$ cat config.mk
export PLATFORM = sky130hd
export DESIGN_NAME = demux_4way_reg
export DESIGN_NICKNAME = d
export VERILOG_FILES = /design/src/rtl/demux_4way_reg.sv
export SDC_FILE = /design/constraint.sdc
export NUM_CORES = 1
export LEC_CHECK = 0
export BUFFER_PORTS_ARGS = -buffer_cell sky130_fd_sc_hd__buf_4
export CAP_MARGIN = 20
export CORE_ASPECT_RATIO = 1.4
export CORE_MARGIN = 3
export CORE_UTILIZATION = 25
export CTS_CLUSTER_DIAMETER = 80
export DETAILED_ROUTE_END_ITERATION = 7
export HOLD_SLACK_MARGIN = 0.08
export PLACE_DENSITY = 0.53
export SYNTH_ARGS = -nofsm -noshare
export SYNTH_HDL_FRONTEND = slang
export SYNTH_SLANG_ARGS = --single-unit
$ cat constraint.sdc
create_clock -name clk -period 10.7 [get_ports clk]
set_input_delay 2.675 -clock clk [delete_from_list [all_inputs] [get_ports clk]]
set_output_delay 2.675 -clock clk [all_outputs]
set_load 0.01 [all_outputs]
$ cat src/rtl/demux_4way_reg.sv
// Four-lane registered demultiplexer: one input stream steered to one of four one-entry
// output buffers, each with a valid/ready handshake and an 8-bit delivery counter.
module demux_4way_reg #(
   parameter int unsigned WIDTH = 32
) (
   input  logic             clk,
   input  logic             reset,
   input  logic             in_valid,
   output logic             in_ready,
   input  logic [1:0]       in_sel,
   input  logic [WIDTH-1:0] in_data,
   output logic [3:0]       out_valid,
   input  logic [3:0]       out_ready,
   output logic [WIDTH-1:0] out_data0,
   output logic [WIDTH-1:0] out_data1,
   output logic [WIDTH-1:0] out_data2,
   output logic [WIDTH-1:0] out_data3,
   input  logic             cnt_clr,
   output logic [31:0]      lane_count,
   output logic             busy
);

   logic [3:0]       valid_q, valid_d;
   logic [WIDTH-1:0] data_q [4];
   logic [7:0]       cnt_q  [4];
   logic             accept;
   logic [3:0]       load;
   logic [3:0]       deq;

   // Only the selected lane gates the input, so a stalled lane never blocks the others.
   always_comb begin
      in_ready = ~valid_q[in_sel] | out_ready[in_sel];
      accept   = in_valid & in_ready;
      deq      = valid_q & out_ready;
      load     = '0;
      valid_d  = '0;
      for (int i = 0; i < 4; i++) begin
         load[i]    = accept && (in_sel == 2'(i));
         valid_d[i] = load[i] | (valid_q[i] & ~deq[i]);
      end
   end

   always_ff @(posedge clk or posedge reset) begin
      if (reset) begin
         valid_q <= '0;
         for (int i = 0; i < 4; i++) begin
            data_q[i] <= '0;
            cnt_q[i]  <= '0;
         end
      end else begin
         valid_q <= valid_d;
         for (int i = 0; i < 4; i++) begin
            if (load[i]) data_q[i] <= in_data;
            // Clear wins over a same-cycle delivery.
            if (cnt_clr)     cnt_q[i] <= '0;
            else if (deq[i]) cnt_q[i] <= cnt_q[i] + 8'd1;
         end
      end
   end

   assign out_valid  = valid_q;
   assign out_data0  = data_q[0];
   assign out_data1  = data_q[1];
   assign out_data2  = data_q[2];
   assign out_data3  = data_q[3];
   assign lane_count = {cnt_q[3], cnt_q[2], cnt_q[1], cnt_q[0]};
   assign busy       = |valid_q;

endmodule

# ---- Yosys cells after proc, flatten, opt, wreduce, memory -nomap -nowiden
# Index checks and enable logic that the tools add are counted.
dict set report classes {
  addsub 4
  n_mul 0
  div_mod_pow 0
  magnitude_cmp 1
  eq_ne 3
  shifts 0
  mux 12
  bitwise_logic 16
  n_reduce_logical 10
}
# cell n
set op_table {}
lappend op_table {{$mux 8} 8}
lappend op_table {{$add 8x1->8 const B} 4}
lappend op_table {{$reduce_bool 2->1} 4}
lappend op_table {{$and 1x1->1} 5}
lappend op_table {{$not 1->1} 5}
lappend op_table {{$or 1x1->1} 5}
lappend op_table {{$and 4x4->4} 1}
lappend op_table {{$bmux 1 s2} 2}
lappend op_table {{$eq 2x2->1 const B} 2}
lappend op_table {{$logic_and 1x1->1} 4}
lappend op_table {{$reduce_or 4->1} 1}
lappend op_table {{$lt 2x3->1 const B} 1}
lappend op_table {{$eq 2x1->1 const B} 1}
lappend op_table {{$logic_not 2->1} 1}
lappend op_table {{$mux 1} 2}
dict set report totals {
  ff_bits 164
  latchBits 0
  mem_bits_rw 0
  romBits 0
  out_inout_bits 166
  mem_count 0
}

# ---- Logic depth before layout (Yosys ltp)
dict set report depth {
  depth_word 7
  depth_mapped 5
}

# ---- Worst setup path before layout
# No wires, ideal clock.
dict set report synth_timing {
  path_type {input -> output}
  startpoint {input out_ready[0]}
  endpoint {output in_ready}
  arrival_ns 3.329
  required_ns 8.025
  setup_slack_ns 4.696
  path_stages 2
  path_buffers 0
  cell_sequence {nand2b_1 > mux4_2}
}
dict set report synth_between {
  elab_chain_len 3
}
# item line
set synth_rtl {}
lappend synth_rtl {{start, declared} 13} ;# input logic [3:0] out_ready,
lappend synth_rtl {{$bmux 1 s2} 32} ;# in_ready = ~valid_q[in_sel] | out_ready[in_sel];
lappend synth_rtl {{$mux 1 (implied by the code)} 32}
lappend synth_rtl {{$or 1x1->1} 32}
lappend synth_rtl {{end, declared} 9} ;# output logic in_ready,
# Every way passes these cells. The select of a mux whose other input is x is not followed.

# ---- Worst setup path in the final report
dict set report layout_timing {
  startpoint {input out_ready[3]}
  endpoint {output in_ready}
}
# Same word-level chain as after synthesis.

==> flow_metrics.env <==
export IMPL_min_period_ns=6.33
export IMPL_swShare=0.281
export IMPL_dp_cells=971
export IMPL_synth_top_family_by_area="multiplexers"
export IMPL_drv_slew=0
export IMPL_grt_pass1_wl_um=26900
export IMPL_syn_area_sq_um=6610
export IMPL_place_area_sq_um=8440
export IMPL_die_area_sq_um=28500
export IMPL_crit_required_ns=8.03
export IMPL_synthAdderAreaFrac=0.00757
export IMPL_cts_sinks=164
export IMPL_p_sw_w=0.000501
export IMPL_vias=4544
export IMPL_maxCapViolCount=0
export IMPL_min_delay_path_class="flip-flop to flip-flop"
export IMPL_slew_headroom=0.274
export IMPL_status="finished, final reports clean"
export IMPL_ys_seq_elements=164
export IMPL_remaining_drc_errors=0
export IMPL_gp_congestion=0.751
export IMPL_drive_above_1_share=0.553
export IMPL_root_buffer="clkbuf_16"
export IMPL_seq_power_share=0.438
export IMPL_core_sq_um=25700
export IMPL_numPortBuffers=207
export IMPL_r2r_end="out_data2[28]"
export IMPL_hold_start="out_data1[31]"
export IMPL_power_w=0.00178
export IMPL_ir_drop_uv=107
export IMPL_syn_area_per_cell_sq_um=14.4
export IMPL_setup_tns_ns=0
export IMPL_ant_nets=0
export IMPL_rsz0062_at_grt="false"
export IMPL_crit_path_max_fanout=6
export IMPL_worstSetupStartpointType="input port"
export IMPL_ios=208
export IMPL_worstPathArrival_ns=3.66
export IMPL_synth_cell_types=28
export IMPL_fmax_mhz=158
export IMPL_ctsHoldBuffers=0
export IMPL_dr_pass1_iters=4
export IMPL_row_count=69
export IMPL_tightestPinTransition_ns=1.09
export IMPL_cts_buffers=17
export IMPL_syn_to_final_growth_pct=36.5
export IMPL_grt_overflow=0
export IMPL_seq_area_frac_synth=0.621
export IMPL_hold_depth=1
export IMPL_dpl_hpwl_um=11900
export IMPL_setup_violations=0
export IMPL_cts_max_level=4
export IMPL_start_util=0.257
export IMPL_critPathCaptureType="primary output"
export IMPL_synth_compound_area_share=0.0333
export IMPL_cts_buffer_depth=2
export IMPL_path_clk_slew_ns=0.07
export IMPL_drt_iter0_markers=145
export IMPL_p_leak_nw=4.09
export IMPL_synth_edff_count=0
export IMPL_die_h_um=198
export IMPL_layout_cells_non_filler=1003
export IMPL_skew_ns=0.0112
export IMPL_worstSkewPairLatency_ns=0.43
export IMPL_ys_warn_count=0
export IMPL_reg2reg_depth=3
export IMPL_power_share_clock=0.343
export IMPL_synthSimpleGateAreaFrac=0.0700
export IMPL_reg2reg_from="out_valid[2]"
export IMPL_grt_pass1_vias=4596
export IMPL_final_hold_violation_count=0
export IMPL_comb_power_share=0.219
export IMPL_min_to="out_data1[31]"
export IMPL_syn_inst=459
export IMPL_synthMuxAreaShare=0.226
export IMPL_grt_max_degree=100
export IMPL_via_per_inst=4.53
export IMPL_synth_nets=505
export IMPL_power_density_nw_per_um2=197
export IMPL_layout_commonest_cell="buf_4"
export IMPL_drt_total_wl_um=17500
export IMPL_cts_tree="yes"
export IMPL_cts_resized_gates=0
export IMPL_reg2reg_slack_ns=8.53
export IMPL_die_x_um=143
export IMPL_synthArstFlopShare=1.00
export IMPL_wl_per_cell_um=17.5
export IMPL_ys_flop_type="dfrtp_1"
export IMPL_fin_nets=717
export IMPL_antenna_found_initial=0
export IMPL_diodes=0
export IMPL_grtUsageTotal=0.124
export IMPL_cts_setup_buffers=0
export IMPL_fin_crit_sh=0.592
export IMPL_synth_xor_area_frac=0.0106
export IMPL_final_area_sq_um=9030
export IMPL_critPathKind="input port to primary output"
export IMPL_p_int_w=0.00128
export IMPL_layout_common_cells="buf_4 (211), dfrtp_1 (164), mux2_2 (125), a21oi_1 (22)"
cells by family (layout without fill, tap and decap cells):
kind of cell	Yosys count	count (layout)
AND/OR/NAND/NOR	82	82
adder cells (fa/ha/maj)	4	4
buffers and inverters	29	254
multiplexers	131	131
AO/OA/AOI/OAI	41	41
XOR/XNOR	8	8
flip-flops	164	164
flip-flops by register name (all words and copies together) (netlist names):
| signal | count |
|---|---|
| lane_count | 32 |
| out_data0 | 32 |
| out_data1 | 32 |
| out_data2 | 32 |
| out_data3 | 32 |
| out_valid | 4 |
power groups by stage:
stage | logic [W] | registers (W) | clock network (W)
global placement | 0.000398 | 0.000791 | 0
detailed placement | 0.000400 | 0.000794 | 0
floorplan | 0.000123 | 0.000838 | 0
global route | 0.000420 | 0.000796 | 0.000659
finish | 0.000390 | 0.000781 | 0.000611
CTS | 0.000400 | 0.000783 | 0.000634
worst max-delay path by stage:
stage | to | slack [ns] | depth (start not counted) | startpoint
after floorplan | lane_count[0] | 3.59 | 1 | reset
after global placement | in_ready | 4.35 | 4 | out_ready[3]
after detailed placement | in_ready | 4.35 | 4 | out_ready[3]
after CTS | in_ready | 4.35 | 4 | out_ready[3]
after global routing | in_ready | 4.32 | 4 | out_ready[3]
final | in_ready | 4.37 | 4 | out_ready[3]
cells in the mapped netlist (4+ instances only):
library cell,count,share of area
nand3_1,12,0.0091
or4_1,7,0.0079
nand2b_1,4,0.0038
nand2_1,17,0.0096
clkbuf_1,4,0.0023
ha_1,4,0.0076
dfrtp_1,164,0.62
nand4_1,9,0.0085
a21oi_1,22,0.017
or3_1,12,0.011
xnor2_1,5,0.0066
buf_6,13,0.022
nor2_1,10,0.0057
mux2_2,125,0.21
nor2b_1,4,0.0038
inv_1,11,0.0062
o21ai_0,13,0.0098
o31ai_1,6,0.0068
worst max-delay path, cell delays in order:
cell and delay [ns]:
buf_4 0.14, nand2b_1 0.19, mux4_2 0.50, buf_4 0.16
layer usage:
| metal | up-vias | GRT usage | part of all wire |
|---|---|---|---|
| li1 | 2063 | - | - |
| met1 | 2344 | 0.141 | 0.40 |
| met2 | 119 | 0.219 | 0.54 |
| met3 | 18 | 0.0322 | 0.046 |
| met4 | 0 | 0.0468 | 0.020 |
| met5 | - | 0 | 0 |
through the flow:
stage,hold WS [ns],setup WS (ns),utilization
final,0.489,4.37,0.351
after global routing,0.518,4.32,0.351
after CTS,0.492,4.35,0.351
after detailed placement,0.476,4.35,0.328
after global placement,0.474,4.35,0.328
after floorplan,0.529,3.59,-
layout make-up:
class | count | area (sq um)
fill | 2544 | 16700
inverter | 11 | 46.3
multi-input combinational | 266 | 2310
clock buffer | 18 | 439
sequential | 164 | 4100
tap | 319 | 399
timing repair buffer | 211 | 1580
clock inverter | 14 | 145
Note: power is estimated with default switching activity, not from simulation.
